$ cat config.mk
export PLATFORM = sky130hd
export DESIGN_NAME = power_integrator
export DESIGN_NICKNAME = d
export VERILOG_FILES = /design/src/rtl/power_integrator.sv
export SDC_FILE = /design/constraint.sdc
export NUM_CORES = 1
export LEC_CHECK = 0
export BUFFER_PORTS_ARGS = -buffer_cell sky130_fd_sc_hd__buf_4
export CORE_MARGIN = 2
export CORE_UTILIZATION = 45
export CTS_CLUSTER_SIZE = 25
export DETAILED_ROUTE_END_ITERATION = 8
export HOLD_SLACK_MARGIN = 0.02
export PLACE_DENSITY_LB_ADDON = 0.1
export SETUP_SLACK_MARGIN = 0.05
export SLEW_MARGIN = 40
export SYNTH_ARGS = -nofsm -noshare
export SYNTH_HDL_FRONTEND = slang
export SYNTH_SLANG_ARGS = --single-unit
$ cat constraint.sdc
create_clock -name clk -period 7.6 [get_ports clk]
set_clock_uncertainty 0.05 [all_clocks]
set_input_delay 0.76 -clock clk [delete_from_list [all_inputs] [get_ports clk]]
set_output_delay 0.76 -clock clk [all_outputs]
set_load 0.05 [all_outputs]
$ cat src/rtl/power_integrator.sv
`default_nettype none
// ============================================================================
//  Module   : power_integrator
//  Purpose  : Integrates unsigned power samples over a programmable number of
//             valid samples and emits one saturated bin power per frame.
//             A sync pulse aborts the open frame and realigns framing.
//  Revision : 1.0  initial release
// ----------------------------------------------------------------------------
//  Ports
//    clk        in   system clock, all logic on posedge
//    rst        in   asynchronous active-low reset
//    din        in   unsigned power sample (DIN_WIDTH)
//    din_valid  in   qualifies din, one sample per cycle
//    acc_len    in   samples per frame, captured at frame start (0 means 1)
//    sync       in   single-cycle pulse, discards the open frame
//    dout       out  integrated power of the completed frame (DOUT_WIDTH)
//    dout_valid out  one-cycle strobe for dout
//    dout_sat   out  high if the reported frame saturated
//    busy       out  high while a frame holds at least one sample
// ============================================================================
module power_integrator #(
  parameter int DIN_WIDTH     = 33,
  parameter int ACC_LEN_WIDTH = 16,
  parameter int DOUT_WIDTH    = 48
) (
  input  logic                     clk,
  input  logic                     rst,
  input  logic [DIN_WIDTH-1:0]     din,
  input  logic                     din_valid,
  input  logic [ACC_LEN_WIDTH-1:0] acc_len,
  input  logic                     sync,
  output logic [DOUT_WIDTH-1:0]    dout,
  output logic                     dout_valid,
  output logic                     dout_sat,
  output logic                     busy
);

  typedef enum logic [0:0] {
    IDLE = 1'b0,
    ACC  = 1'b1
  } state_t;

  localparam logic [ACC_LEN_WIDTH-1:0] LEN_ONE = ACC_LEN_WIDTH'(1);

  state_t                   state;
  logic [DOUT_WIDTH-1:0]    acc;
  logic [ACC_LEN_WIDTH-1:0] cnt;
  logic [ACC_LEN_WIDTH-1:0] len_q;
  logic                     sat;

  logic                     frame_start;
  logic [ACC_LEN_WIDTH-1:0] len_new;
  logic [ACC_LEN_WIDTH-1:0] eff_len;
  logic [DOUT_WIDTH-1:0]    base_acc;
  logic [ACC_LEN_WIDTH-1:0] base_cnt;
  logic                     base_sat;
  logic [DOUT_WIDTH:0]      sum;
  logic                     carry;
  logic [DOUT_WIDTH-1:0]    next_acc;
  logic                     next_sat;
  logic                     last;

  // A new frame begins either on the first sample seen in IDLE or on sync.
  // In both cases the sample of this cycle (if any) is accumulated on top of
  // a cleared frame using the freshly captured length, so sync and frame
  // completion on the same cycle resolve naturally in favour of sync.
  always_comb begin
    frame_start = sync | (din_valid & (state == IDLE));
    len_new     = (acc_len == '0) ? LEN_ONE : acc_len;
    eff_len     = frame_start ? len_new : len_q;
    base_acc    = frame_start ? '0 : acc;
    base_cnt    = frame_start ? '0 : cnt;
    base_sat    = frame_start ? 1'b0 : sat;
    // One extra bit catches the carry-out that signals saturation.
    sum         = {1'b0, base_acc} + (DOUT_WIDTH+1)'(din);
    carry       = sum[DOUT_WIDTH];
    next_acc    = carry ? '1 : sum[DOUT_WIDTH-1:0];
    next_sat    = base_sat | carry;
    last        = din_valid & (base_cnt == (eff_len - LEN_ONE));
  end

  always_ff @(posedge clk or negedge rst) begin
    if (!rst) begin
      state      <= IDLE;
      acc        <= '0;
      cnt        <= '0;
      len_q      <= LEN_ONE;
      sat        <= 1'b0;
      busy       <= 1'b0;
      dout       <= '0;
      dout_valid <= 1'b0;
      dout_sat   <= 1'b0;
    end else begin
      dout_valid <= 1'b0;
      if (frame_start) begin
        len_q <= len_new;
      end
      if (din_valid) begin
        if (last) begin
          // Frame complete: publish and clear so a sample on the very next
          // cycle opens a fresh frame without loss.
          dout       <= next_acc;
          dout_sat   <= next_sat;
          dout_valid <= 1'b1;
          acc        <= '0;
          cnt        <= '0;
          sat        <= 1'b0;
          state      <= IDLE;
          busy       <= 1'b0;
        end else begin
          acc   <= next_acc;
          cnt   <= base_cnt + LEN_ONE;
          sat   <= next_sat;
          state <= ACC;
          busy  <= 1'b1;
        end
      end else if (sync) begin
        // Sync with no sample: drop the partial frame and wait in IDLE.
        acc   <= '0;
        cnt   <= '0;
        sat   <= 1'b0;
        state <= IDLE;
        busy  <= 1'b0;
      end
    end
  end

endmodule
`default_nettype wire

==> results_dict.tcl, run 1 <==
set metrics [dict create \
    seq_area_frac_synth 0.363 \
    power_leakage_nw 5.01 \
    met1Wirelength_um 12500 \
    cts_tree "built" \
    post-route-period-util 0.750 \
    required_ns 7.84 \
    cts_hold_buf 0 \
    synth_edf_count 0 \
    met2_length_um 11800 \
    ys_top_cells_by_area "dfrtp_1 36%, nand2_1 4.9%, ha_1 4.8%" \
    drt_iter0_drc 575 \
    p_per_area_nw_per_um2 195 \
    synth-async-reset-ratio 1.00 \
    rsz0062_at_grt "false" \
    fin_nets 1188 \
    dieArea_um2 21400 \
    fmax_ghz 0.176 \
    post_drt_wl_per_cell_um 19.0 \
    synth_most_common_cell "dfrtp_1" \
    slew_headroom 0.455 \
    syn_area_per_cell_um2 8.87 \
    min_path_type "input port to asynchronous set/reset pin" \
    peakVddDrop_uv 158 \
    io_buffers 103 \
    dp.cells 1350 \
    path_clk_slew_ns 0.05 \
    synth_common_cells "131 x dfrtp_1, 118 x nand2_1, 80 x a21oi_1" \
    cts_setup_buffers 0 \
    dr.pass1.iters 5 \
    finalSetupViolCount 0 \
    fin_crit_ns 5.70 \
    htree_levels 4 \
    postRouteAntennaNets 0 \
    syn-instance-count 1027 \
    core_um2 20000 \
    place.gp.congestion 0.881 \
    dp_hpwl_um 18000 \
    numCtsBuffers 17 \
    final_hold_viol_count 0 \
    detail_route.vias_per_cell 6.05 \
    antenna_found_initial 0 \
    drv_cap 0 \
    area_growth_pct 17.3 \
    clkSinkCount 132 \
    die_h_um 146 \
    nFillCells 1984 \
    track_usage 0.251 \
    end_kind "flop" \
    vias 8345 \
    synth_area_leader_cell "dfrtp_1" \
    synth_top_area_frac 0.360 \
    grt_pass1_vias 8260 \
    wl_met3_um 1400 \
    tightest_slew_ns 0.811 \
    wirelength_um 26200 \
    grt_max_degree 75 \
    ys_seq_elements 132 \
    synth_ff_type "dfrtp_1" \
    final_core_util 0.533 \
    io_pins 104 \
    final_max_slew_viol_count 0 \
    drive_gt1_frac 0.147 \
    crit_type "input port to flop" \
    die_w_um 146 \
    overflow 0 \
    stdcell_count 1379 \
    synth_area_um2 9110 \
    crit_path_start_kind "input port" \
    grt_pass1_wl_um 43600 \
    drcViolationCount 0 \
    cts_max_path_buffers 2 \
    start_util 0.454 \
    synth_warnings 0 \
    antennaDiodeCount 0 \
    post_cts_resize_count 0 \
    highest-signal-layer "met4" \
    critPathMaxFanout 25 \
    insertion_delay_ns 0.42 \
    root_buffer "clkbuf_16" \
    syn-num-nets 1116 \
    rows 52 \
    status "complete, no violations" \
    fin_setup_tns_ns 0 \
    cp.arrival_ns 5.94 \
    ys_types 76 \
]
-- cells by family (layout without fill, tap and decap cells) --
family	count (synthesis)	in the layout	share of synthesized area
adder cells (fa/ha/maj)	36	36	0.0503
flip-flops	132	132	0.363
AND/OR/NAND/NOR	354	354	0.196
AO/OA/AOI/OAI	337	337	0.259
multiplexers	33	33	0.0403
XOR/XNOR	49	49	0.0486
buffers and inverters	86	168	0.0426
-- path summary, 6_finish.rpt --
kind | from | end | depth (start not counted) | slack, ns
hold / removal | rst | dout[8] | 1 | 0.28
max in group asynchronous | rst | acc[40] | 2 | 6.12
hold reg to reg | acc[20] | acc[20] | 2 | 0.43
min in group clk | acc[20] | acc[20] | 2 | 0.43
setup reg to reg | state | dout[8] | 14 | 2.13
setup / recovery | din_valid | dout[8] | 15 | 1.90
-- registers in the layout, indices dropped and copies added, names as in the netlist --
signal and flops:
acc 48, cnt 16, dout 48, dout_sat 1, dout_valid 1, len_q 16
sat 1, state 1
-- per-stage QoR --
stage / power (mW) / instance area, um2 / hold slack [ns] / setup slack (ns)
global placement: 1.23 / 10000 / 0.406 / 1.62
global route: 2.19 / 10700 / 0.324 / 1.43
floorplan: 1.10 / 9110 / 0.392 / 2.40
finish: 2.08 / 10700 / 0.284 / 1.90
CTS: 2.10 / 10700 / 0.299 / 1.94
detailed placement: 1.23 / 10100 / 0.420 / 1.51
-- cell usage in the layout (no fill, tap or decap), drive strengths merged, types with 4 or more instances in the layout --
master / count
a22o: 31
a31oi: 11
dfrtp: 131
a21oi: 80
nor3: 28
a32o: 5
or2: 4
ha: 35
nand3: 26
a221oi: 4
o21ai: 51
nor4: 17
buf: 120
mux2i: 4
o2111ai: 5
xor2: 24
nand4: 13
inv: 19
mux2: 29
nor3b: 5
a2bb2oi: 7
clkbuf: 25
and3: 48
nor2: 51
and2: 6
a2111oi: 7
o21a: 8
o2bb2ai: 12
a211oi: 12
o31ai: 24
or3: 12
nand2: 118
a21boi: 4
o211ai: 16
o22ai: 6
a21o: 21
xnor2: 24
nand2b: 9
-- where the power goes --
group	total, mW	internal [mW]	switching [mW]
clock network	0.856	0.554	0.301
registers	0.775	0.746	0.0298
logic	0.451	0.179	0.273
total	2.08	1.48	0.604
-- cell type report --
type	instances	area (um2)	share of cell area
clock inverters	4	95.1	0.00890
clock buffers	25	505	0.0473
well taps	270	338	0.0316
multi-input cells	809	5460	0.511
inverters	19	71.3	0.00668
flip-flops and latches	132	3300	0.309
repair buffers	120	908	0.0851
-- worst max-delay path, cell delays in order --
cell       delay, ns
buf_4           0.20
nor2b_1         0.23
o21ai_0         0.32
o22ai_1         0.21
inv_1           0.09
ha_1            0.33
or4b_1          0.46
nor4_1          0.52
a211o_1         0.18
a21o_1          0.12
o2111ai_1       0.25
nor4_4          0.81
and2_2          0.64
buf_4           0.43
mux2_1          0.36
-- per-layer routing --
layer	global-route usage	up-vias
met5	0	-
met4	0.0670	0
met3	0.0434	33
met2	0.391	240
met1	0.363	4051
li1	-	4021
No activity file was read; power rests on OpenSTA's default activity.
==> run 2: changes to the inputs <==
--- a/config.mk
+++ b/config.mk
@@ -5,6 +5,7 @@
 export SDC_FILE = /design/constraint.sdc
 export NUM_CORES = 1
 export LEC_CHECK = 0
+export ABC_AREA = 1
 export BUFFER_PORTS_ARGS = -buffer_cell sky130_fd_sc_hd__buf_4
 export CORE_MARGIN = 2
 export CORE_UTILIZATION = 45
==> constraint.sdc (replaced) <==
create_clock -name clk -period 5.5 [get_ports clk]
set_clock_uncertainty 0.05 [all_clocks]
set_input_delay 0.55 -clock clk [delete_from_list [all_inputs] [get_ports clk]]
set_output_delay 0.55 -clock clk [all_outputs]
set_load 0.05 [all_outputs]
==> run 2 against run 1 <==
Global-route usage increased by 0.86 points. Area after synthesis increased by 9.3%. Critical path type is now flop to flop. Combinational power increased by 46%. Via count increased by 19%. Largest cell class unchanged. Sequential share of layout area decreased by 2.1 points. Clock power increased by 40%. Sequential power increased by 37%. Non-clock buffer count decreased by 9. Worst hold slack got worse by 0.24 ns. Register-to-register slack got worse by 0.76 ns. Sequential cell count unchanged. Largest power group unchanged.
==> results_dict.tcl, run 2 <==
set metrics [dict create \
    crit_path_start_kind "flop" \
    vias 9944 \
    whs_ns 0.0468 \
    syn-instance-count 1549 \
    post_drt_wl_per_cell_um 15.6 \
    fin_setup_tns_ns 0 \
    synth_area_leader_cell "dfrtp_1" \
    post_cts_resize_count 0 \
    p_per_area_nw_per_um2 255 \
    ys_types 42 \
    layout_common_cells "529 x nand2_1, 217 x nand3_1, 176 x nor2_1, 168 x inv_1, 131 x dfrtp_1" \
    overflow 0 \
    power_leakage_nw 6.23 \
    required_ns 5.76 \
    grt_pass1_wl_um 49300 \
    crit_type "flop to flop" \
    nFillCells 2230 \
    cts_hold_buf 0 \
    cts_max_path_buffers 2 \
    io_pins 104 \
    place_area_um2 10800 \
    synth_warnings 0 \
    reg_top3 "acc (48), dout (48)" \
    design_area_um2 11500 \
    fmax_ghz 0.242 \
    drive_gt1_frac 0.117 \
    finalSetupViolCount 0 \
    insertion_delay_ns 0.44 \
    dieArea_um2 23300 \
    synth_edf_count 0 \
    tightest_slew_ns 0.744 \
    rsz0062_at_grt "false" \
    synth_most_common_cell "nand2_1" \
    rows 54 \
    clkSinkCount 132 \
    syn-num-nets 1638 \
    antenna_found_initial 0 \
    synth_area_um2 9950 \
    critPathMaxFanout 25 \
    grt_pass1_vias 9497 \
    die_w_um 153 \
    core_um2 21800 \
    mostFrequentLayoutCell "nand2_1" \
    cts_setup_buffers 0 \
    io_buffers 103 \
    numCtsBuffers 17 \
    track_usage 0.260 \
    final_hold_viol_count 0 \
    synth-async-reset-ratio 1.00 \
    post-route-period-util 0.751 \
    syn_area_per_cell_um2 6.43 \
    min_path_type "input port to asynchronous set/reset pin" \
    end_kind "flop" \
    peakVddDrop_uv 169 \
    cp.arrival_ns 4.40 \
    synth_top_area_frac 0.329 \
    final_max_slew_viol_count 0 \
    ys_seq_elements 132 \
    slew_headroom 0.504 \
    path_clk_slew_ns 0.06 \
    ys_top_cells_by_area "dfrtp_1 33%, nand2_1 20%, nand3_1 11%" \
    synth_common_cells "530 x nand2_1, 217 x nand3_1, 177 x nor2_1" \
    antennaDiodeCount 0 \
    fin_nets 1715 \
    root_buffer "clkbuf_16" \
    wirelength_um 29900 \
    dp_hpwl_um 21800 \
    place.gp.congestion 0.959 \
    grt_max_degree 114 \
    htree_levels 4 \
    status "complete, no violations" \
    fin_crit_ns 4.13 \
    die_h_um 153 \
    rrSetupSlack_ns 1.37 \
    synth_ff_type "dfrtp_1" \
    drt_iter0_drc 585 \
    drcViolationCount 0 \
    seq_area_frac_synth 0.332 \
    start_util 0.458 \
    area_growth_pct 15.1 \
    drv_cap 0 \
    dr.pass1.iters 5 \
    postRouteAntennaNets 0 \
    detail_route.vias_per_cell 5.18 \
    p_total_mw 2.92 \
    cts_tree "built" \
    final_core_util 0.527 \
]
==> run 2: changes by cell type after synthesis, moves of 23 or more <==
| cell | before | now |
|---|---|---|
| inv_1 | 19 | 169 |
| mux2_1 | 29 | 0 |
| o31ai_1 | 24 | 1 |
| and3_1 | 48 | 2 |
| nor2_1 | 51 | 177 |
| clkbuf_1 | 47 | 17 |
| a22o_1 | 31 | 0 |
| nand3_1 | 26 | 217 |
| nand2_1 | 118 | 530 |
| a21oi_1 | 80 | 49 |
==> run 2: layout make-up <==
cell class | instances | area [um2] | area share
Inverter | 180 | 676 | 0.0590
Multi-Input combinational cell | 1184 | 5660 | 0.494
Tap cell | 280 | 350 | 0.0306
Clock buffer | 17 | 425 | 0.0371
Sequential cell | 132 | 3300 | 0.288
Timing Repair Buffer | 111 | 860 | 0.0750
Clock inverter | 14 | 179 | 0.0156
==> run 2: per-layer routing <==
layer  vias to the layer above  routed length, um  global-route usage
met5                         -                  0                   0
met4                         0                823              0.0930
met3                        49               1550              0.0381
met2                       287              13100               0.400
met1                      4551              14400               0.372
li1                       5057                  -                   -
==> run 2: cells by family after synthesis <==
group	share of synthesized area
adder cells (fa/ha/maj)	0.0460
flip-flops	0.332
buffers and inverters	0.101
XOR/XNOR	0.0348
AO/OA/AOI/OAI	0.0607
AND/OR/NAND/NOR	0.426
==> run 2: final timing paths <==
check | start | endpoint | depth (start not counted)
setup / recovery | state | dout[14] | 18
hold / removal | rst | len_q[10] | 1
setup reg to reg | state | dout[14] | 18
hold reg to reg | dout[39] | dout[39] | 2
max in group asynchronous | rst | acc[15] | 2
min in group clk | acc_len[12] | len_q[12] | 3
==> run 2: worst max-delay path: stages (launching register included) <==
cell,delay [ns]
dfrtp_1,0.42
nand2_1,0.12
nand2_2,0.31
nor2_1,0.19
nand2_1,0.09
nand2_1,0.33
ha_1,0.25
nand3_1,0.18
nor2_2,0.22
nand2_1,0.09
nand3_1,0.08
nand2_1,0.08
a21oi_1,0.16
nand4_1,0.25
inv_2,0.14
nand3_2,0.46
buf_4,0.45
nand2_1,0.09
nand2_1,0.05
==> run 2: through the flow <==
stage	setup slack, ns	std cells
after floorplan	1.63	1549
after global placement	1.11	1887
after detailed placement	1.04	1887
after CTS	1.39	1918
after global routing	0.879	1918
final	1.37	1918
==> run 2: power by group <==
group	internal, mW	switching (mW)
Combinational	0.213	0.444
Sequential	1.03	0.0309
Clock	0.718	0.486
==> run 3: changes to the inputs <==
==> constraint.sdc (replaced) <==
create_clock -name clk -period 4.2 [get_ports clk]
set_clock_uncertainty 0.05 [all_clocks]
set_input_delay 0.42 -clock clk [delete_from_list [all_inputs] [get_ports clk]]
set_output_delay 0.42 -clock clk [all_outputs]
set_load 0.05 [all_outputs]
==> run 3 against run 2 <==
Critical path type unchanged. Sequential cell count did not move. Clock power rose by 31%. Maximum frequency rose by 8.3%. Power rose by 31%.
==> results_dict.tcl, run 3 (synthesis results as in run 2) <==
set metrics [dict create \
    tightest_slew_ns 0.846 \
    cp_slowest_stage_delay_ns 0.69 \
    whs_ns 0.214 \
    cts_tree "built" \
    numCtsBuffers 17 \
    grt_max_degree 77 \
    fin_nets 1733 \
    rows 54 \
    start_util 0.458 \
    detail_route.vias_per_cell 5.15 \
    final_hold_viol_count 0 \
    postRouteAntennaNets 0 \
    status "complete, no violations" \
    fmax_ghz 0.262 \
    cp.arrival_ns 4.08 \
    area_growth_pct 16.8 \
    drive_gt1_frac 0.127 \
    mostFrequentLayoutCell "nand2_1" \
    crit_path_start_kind "flop" \
    die_w_um 153 \
    peakVddDrop_uv 242 \
    overflow 0 \
    nFillCells 2262 \
    cts_setup_buffers 0 \
    dieArea_um2 23300 \
    required_ns 4.47 \
    io_buffers 103 \
    cpMaxStageDelayCell "nor2_2" \
    min_path_type "input port to flop" \
    p_per_area_nw_per_um2 330 \
    layout_setup_ws_ns 0.384 \
    rsz0062_at_grt "false" \
    final_core_util 0.535 \
    finalSetupViolCount 0 \
    grt_pass1_wl_um 49300 \
    die_h_um 153 \
    post-route-period-util 0.909 \
    clkSinkCount 132 \
    dr.pass1.iters 5 \
    insertion_delay_ns 0.43 \
    design_area_um2 11600 \
    track_usage 0.262 \
    critPathMaxFanout 19 \
    vias 9983 \
    antenna_found_initial 0 \
    power_leakage_nw 6.32 \
    io_pins 104 \
    grt_pass1_vias 9513 \
    end_kind "flop" \
    layout_common_cells "529 x nand2_1, 217 x nand3_1, 176 x nor2_1, 168 x inv_1, 131 x dfrtp_1" \
    root_buffer "clkbuf_16" \
    wirelength_um 30400 \
    antennaDiodeCount 0 \
    core_um2 21800 \
    fin_setup_tns_ns 0 \
    slew_headroom 0.435 \
    reg_top3 "acc (48), dout (48)" \
    post_drt_wl_per_cell_um 15.7 \
    dp_hpwl_um 23000 \
    htree_levels 4 \
    crit_chain "inv_2, nand2_8, nand2_4, buf_12, nor2_1, ha_1, fa_1, nand2_1, o21ai_0, nand2_1, o211ai_1, nand2_1, nand2_1, nand2_1, a21oi_1, nor2_2, nand3_1, nand3_1, nand2_1" \
    crit_type "flop to flop" \
    drcViolationCount 0 \
    fin_crit_ns 3.82 \
    final_max_slew_viol_count 0 \
    drt_iter0_drc 564 \
    drv_cap 0 \
    place.gp.congestion 0.947 \
    cts_max_path_buffers 2 \
    post-place-ws_ns 0.202 \
    place_area_um2 11000 \
    path_common_cell "nand2_1" \
    path_clk_slew_ns 0.07 \
]
## run 3: changes by cell type in the layout (fill, tap and decap cells not counted), sizes merged
cell / before / now
buf: 110 / 127
clkinv: 7 / 2
inv: 183 / 188
bufinv: 3 / 2
clkinvlp: 1 / 2
dlygate4sd3: 0 / 1
nor2: 191 / 192
## run 3: worst paths after layout
kind                             start        end  slack (ns)  cells past startpoint
hold / removal             acc_len[12]  len_q[12]        0.21                      3
setup / recovery                 state   dout[38]        0.38                     19
setup reg to reg                 state   dout[38]        0.38                     19
max in group asynchronous          rst    acc[17]        2.61                      3
min in group asynchronous          rst  len_q[14]        0.51                      2
hold reg to reg               dout[38]   dout[38]        0.42                      2
## run 3: repair_timing
| action | in CTS | in global routing |
|---|---|---|
| gates resized for setup | 0 | 0 |
| hold buffers | 1 | 0 |
| endpoints found under the setup margin | 0 | 43 |
| hold endpoints to repair | 27 | 0 |
## run 3: power by group
group          internal, mW  total [mW]  leakage (nW)  switching (mW)
combinational         0.297       0.877          4.27           0.580
sequential             1.35        1.39          1.76          0.0383
clock                 0.910        1.57         0.293           0.663
total                  2.56        3.84          6.32            1.28
## run 3: final cells by class
cell class | count | area (um2) | share of cell area
multi-input combinational | 1185 | 5670 | 0.487
inverter | 180 | 676 | 0.0581
clock inverter | 14 | 164 | 0.0141
timing repair buffer | 128 | 1030 | 0.0885
clock buffer | 18 | 439 | 0.0378
tap | 280 | 350 | 0.0301
sequential | 132 | 3300 | 0.284
## run 3: critical path, delay by kind of cell (launching register included)
family / cells / cell delay [ns]
flops: 1 / 0.42
buf+inv: 2 / 0.30
compound gates: 3 / 0.41
simple gates: 12 / 1.95
fa+ha+maj: 2 / 0.58
## run 3: routing by layer
| metal | share of wire | GRT usage |
|---|---|---|
| met2 | 0.46 | 0.423 |
| met4 | 0.017 | 0.0653 |
| met5 | 0 | 0 |
| met1 | 0.48 | 0.369 |
| met3 | 0.048 | 0.0395 |
## run 3: per-stage QoR
| stage | cells | power [mW] |
|---|---|---|
| floorplan | 1549 | 2.00 |
| global placement | 1903 | 2.28 |
| detailed placement | 1903 | 2.28 |
| CTS | 1936 | 3.87 |
| global route | 1937 | 4.05 |
| finish | 1937 | 3.84 |
